`src/rtl/uart_tx.sv`:
```
// rtl/uart_tx.sv - 8N1-style serial transmitter with valid/ready byte intake
module uart_tx #(
    parameter int CLKS_PER_BIT = 16,
    parameter int DATA_BITS    = 8
) (
    input  logic                 clk,
    input  logic                 rst_n,
    input  logic                 tx_valid,
    input  logic [DATA_BITS-1:0] tx_data,
    output logic                 tx_ready,
    output logic                 tx,
    output logic                 busy,
    output logic                 tx_done
);

    localparam int CW = (CLKS_PER_BIT > 2) ? $clog2(CLKS_PER_BIT) : 1;
    localparam int IW = (DATA_BITS > 2) ? $clog2(DATA_BITS) : 1;

    localparam logic [CW-1:0] BAUD_LAST = CW'(CLKS_PER_BIT - 1);
    localparam logic [IW-1:0] IDX_LAST  = IW'(DATA_BITS - 1);

    localparam logic [1:0] IDLE  = 2'd0;
    localparam logic [1:0] START = 2'd1;
    localparam logic [1:0] DATA  = 2'd2;
    localparam logic [1:0] STOP  = 2'd3;

    logic [1:0]           state;
    logic [CW-1:0]        baud_cnt;
    logic [IW-1:0]        bit_idx;
    logic [DATA_BITS-1:0] shreg;
    logic                 tx_q;
    logic                 done_q;

    // Handshake and status flags are pure decodes of the state register.
    assign tx_ready = (state == IDLE);
    assign busy     = (state != IDLE);
    assign tx       = tx_q;
    assign tx_done  = done_q;

    // Frame sequencer: the line bit is registered so it only moves on bit
    // boundaries; the shift register is consumed LSB first, one bit per
    // baud period, so later changes on tx_data cannot reach the line.
    always_ff @(posedge clk or negedge rst_n) begin
        if (!rst_n) begin
            state    <= IDLE;
            baud_cnt <= '0;
            bit_idx  <= '0;
            shreg    <= '0;
            tx_q     <= 1'b1;
            done_q   <= 1'b0;
        end else begin
            done_q <= 1'b0;
            case (state)
                IDLE: begin
                    if (tx_valid) begin
                        shreg    <= tx_data;
                        tx_q     <= 1'b0;
                        baud_cnt <= '0;
                        bit_idx  <= '0;
                        state    <= START;
                    end
                end
                START: begin
                    if (baud_cnt == BAUD_LAST) begin
                        baud_cnt <= '0;
                        bit_idx  <= '0;
                        tx_q     <= shreg[0];
                        shreg    <= shreg >> 1;
                        state    <= DATA;
                    end else begin
                        baud_cnt <= baud_cnt + CW'(1);
                    end
                end
                DATA: begin
                    if (baud_cnt == BAUD_LAST) begin
                        baud_cnt <= '0;
                        if (bit_idx == IDX_LAST) begin
                            bit_idx <= '0;
                            tx_q    <= 1'b1;
                            state   <= STOP;
                        end else begin
                            bit_idx <= bit_idx + IW'(1);
                            tx_q    <= shreg[0];
                            shreg   <= shreg >> 1;
                        end
                    end else begin
                        baud_cnt <= baud_cnt + CW'(1);
                    end
                end
                STOP: begin
                    if (baud_cnt == BAUD_LAST) begin
                        baud_cnt <= '0;
                        done_q   <= 1'b1;
                        state    <= IDLE;
                    end else begin
                        baud_cnt <= baud_cnt + CW'(1);
                    end
                end
                default: begin
                    baud_cnt <= '0;
                    bit_idx  <= '0;
                    tx_q     <= 1'b1;
                    state    <= IDLE;
                end
            endcase
        end
    end

endmodule
```
`config.mk`:
```
export PLATFORM = sky130hd
export DESIGN_NAME = uart_tx
export DESIGN_NICKNAME = d
export VERILOG_FILES = /design/src/rtl/uart_tx.sv
export SDC_FILE = /design/constraint.sdc
export NUM_CORES = 1
export LEC_CHECK = 0
export BUFFER_PORTS_ARGS = -buffer_cell sky130_fd_sc_hd__buf_2
export CELL_PAD_IN_SITES_DETAIL_PLACEMENT = 2
export CELL_PAD_IN_SITES_GLOBAL_PLACEMENT = 2
export CORE_MARGIN = 3
export CORE_UTILIZATION = 35
export DETAILED_ROUTE_END_ITERATION = 10
export PLACE_DENSITY_LB_ADDON = 0.1
export SYNTH_ARGS = -nofsm -noshare
export SYNTH_HDL_FRONTEND = slang
export SYNTH_SLANG_ARGS = --single-unit
```
`constraint.sdc`:
```
create_clock -name clk -period 2.5 [get_ports clk]
set_input_delay 0.25 -clock clk [delete_from_list [all_inputs] [get_ports clk]]
set_output_delay 0.25 -clock clk [all_outputs]
set_load 0.01 [all_outputs]
```
==> out/results.ini <==
[outcome]
status=completed

[synthesis]
synth_nets=127
synth_top_area_share_pct=41.52
yosysSeqAreaShare_pct=43.94
synthTopCellsByArea=dfrtp_1 (42%), ha_1 (10%), mux2i_1 (6.5%)
syn-instance-count=107
synth_top_cell_by_area=dfrtp_1
synth_cell_types=30
synth_warnings=0
syn_area_um2=1085
ys_ff_latch=19
avgSynthCellArea_um2=10.14

[route]
viasPerCell=5.299
first_pass_iters=4
routed_wl_um=2329
drcViolationCount=0
antenna_left=0
first_iter_violations=25
detail_route.wl_per_cell_um=15.12
vias=816

[sta]
layout_worst_path_cycle_share_pct=74.43
rsz0062_at_grt=no
setup_viol=0
slew_violations=0
finalHoldViolations=0
max_freq_ghz=0.5374
layout_min_cycle_time_ns=1.861
worst_pin_slew_ns=0.4491
fin_setup_tns_ns=0
relSlewSlack_pct=70.06
clock-skew-final_ns=0.003940

[grt]
antenna_found_initial=0
grt_pass1_vias=877
track_usage_pct=14.48
grt_max_degree=20
grt-ovfl-total=0
grt_pass1_wl_um=3933

[critical_path]
end_kind=flip-flop
crit_fanout=8
cp-start-kind=flip-flop
worstPathRequired_ns=2.70
arrival_ns=2.06
crit_type=reg -> reg

[floorplan]
io_pins=15
start_util_pct=38.03
die_h_um=61.67
rows=19
fp.dieArea_um2=3803
fp.dieW_um=61.67
coreArea_um2=2853

[clock_network]
clock_path_buffers=2
worstSkewPairLatency_ns=0.30
clk_transition_reported_paths_ns=0.12
cts_num_sinks=19
cts-buffers-inserted=3
cts_tree=done
cts_resized=0
htreeDepth=1
root_buffer=clkbuf_4

[power_and_ir_drop]
p_total_mw=1.576
powerDensity_nw_per_um2=1304
peakVddDrop_mv=0.4587
leakagePower_nw=0.6000

[placed_design]
hpwl_um=1800
portBuffers=14
dp.cells=149
routabilityCongestion=0.7327

[cells_and_area]
layout.cells.non_filler=154
area_delta_synth_final_pct=11.42
diodes=0
nNetsFinal=144
drive_gt1_share_pct=21.14

[job]
maxCapViolations=0

[worst_hold_path]
hp-class=in -> reg

-- cell families (layout without fill, tap and decap cells) --
group | count (synthesis) | in the layout | synth area share (%)
muxes | 10 | 10 | 9.573
and+or+nand+nor | 42 | 42 | 19.49
AOI/OAI and AO/OA | 20 | 20 | 12.80
DFF | 19 | 19 | 43.94
adders and majority gates | 9 | 9 | 10.38
buffers and inverters | 7 | 23 | 3.805
-- critical path, stage by stage, from the launching register on --
cell	delay, ns
dfrtp_1	0.42
inv_1	0.11
ha_1	0.30
or3_4	0.45
nand3_1	0.14
mux2_2	0.35
-- cells in the mapped netlist --
cell type   n
buf_6       2
nand3b_1    1
mux2i_1     7
nor2_1      4
o32a_1      1
and3_1      1
ha_1        9
or3_4       1
a21o_1      1
a21oi_1     1
dfrtp_1    18
nand3_1     5
nor3_2      1
nor3_1      2
inv_1       3
buf_1       1
nand2_1    17
nand4_1     2
nor4_1      1
o2111ai_4   1
nand2b_1    2
mux2_2      3
a21boi_0    1
dfstp_2     1
o211ai_1    2
nor2b_1     3
o21ai_0    12
clkbuf_1    1
and2_1      2
o31ai_1     1
-- repair_timing --
action / CTS / global route
buffers inserted: 0 / 0
endpoints found under the hold margin: 18 / 0
hold buffers: 1 / 0
-- sequential cells by signal (all words and copies together), names as in the netlist --
| name | count |
|---|---|
| baud_cnt | 4 |
| bit_idx | 3 |
| shreg | 8 |
| tx_done | 1 |
| state | 2 |
| tx | 1 |
-- stage by stage --
| step | worst slack (ns) | hold WS (ns) | instance area, um^2 | util [%] |
|---|---|---|---|---|
| final | 0.6392 | 0.2088 | 1209 | 42.37 |
| after global routing | 0.5097 | 0.2276 | 1209 | 42.37 |
| after global placement | 0.7157 | 0.2236 | 1171 | 41.05 |
| after detailed placement | 0.6345 | 0.2214 | 1171 | 41.05 |
| after CTS | 0.6296 | 0.2042 | 1209 | 42.37 |
| after floorplan | 0.7811 | -0.04559 | 1085 | - |
-- power breakdown --
group          internal [mW]  switching [mW]  total [mW]  leakage, nW
Sequential             0.444          0.0990       0.543        0.243
Combinational          0.389           0.482       0.871        0.340
Clock                 0.0596           0.103       0.162       0.0177
Total                  0.892           0.684        1.58        0.600
-- cell type report --
type | count | area, um^2
Tap cell | 31 | 38.79
Clock buffer | 3 | 22.52
Clock inverter | 1 | 5.005
Fill cell | 326 | 1644
Inverter | 3 | 11.26
Sequential cell | 19 | 476.7
Multi-Input combinational cell | 81 | 566.8
Timing Repair Buffer | 16 | 87.58
-- worst paths after layout --
check | from | cells past startpoint | slack [ns] | endpoint
worst max-delay path | state[0]$_DFFE_PN0P_ | 5 | 0.64 | bit_idx[1]$_DFFE_PN0P_
min in group asynchronous | rst_n | 2 | 0.40 | bit_idx[0]$_DFFE_PN0P_
worst min register to register | shreg[4]$_DFFE_PN0P_ | 2 | 0.50 | shreg[4]$_DFFE_PN0P_
max in group asynchronous | rst_n | 2 | 1.77 | tx$_DFFE_PN1P_
worst max register to register | state[0]$_DFFE_PN0P_ | 5 | 0.64 | bit_idx[1]$_DFFE_PN0P_
worst min-delay path | tx_data[7] | 3 | 0.21 | shreg[7]$_DFFE_PN0P_
-- routing by layer --
metal / share of wire, % / global-route usage, %
met1: 47 / 17.90
met2: 48 / 24.51
met3: 2.4 / 1.887
met4: 1.7 / 7.273
met5: 0 / 0
-- cell usage in the layout (no fill, tap or decap) --
cell	n
mux2_2	3
nor3_2	1
nand3_1	5
nor4_1	1
o2111ai_4	1
ha_1	9
nand2_1	17
clkinv_2	1
or3_4	1
nor3_1	2
buf_2	14
and2_1	2
o211ai_1	2
nand4_1	2
nand3b_1	1
nor2_1	4
a21boi_0	1
a21o_1	1
o31ai_1	1
mux2i_1	7
inv_1	3
dfstp_2	1
dfrtp_1	18
buf_4	1
nand2b_1	2
and3_1	1
o32a_1	1
dlygate4sd3_1	1
o21ai_0	12
clkbuf_4	3
a21oi_1	1
nor2b_1	3
Power figures use the tool's default switching activity.
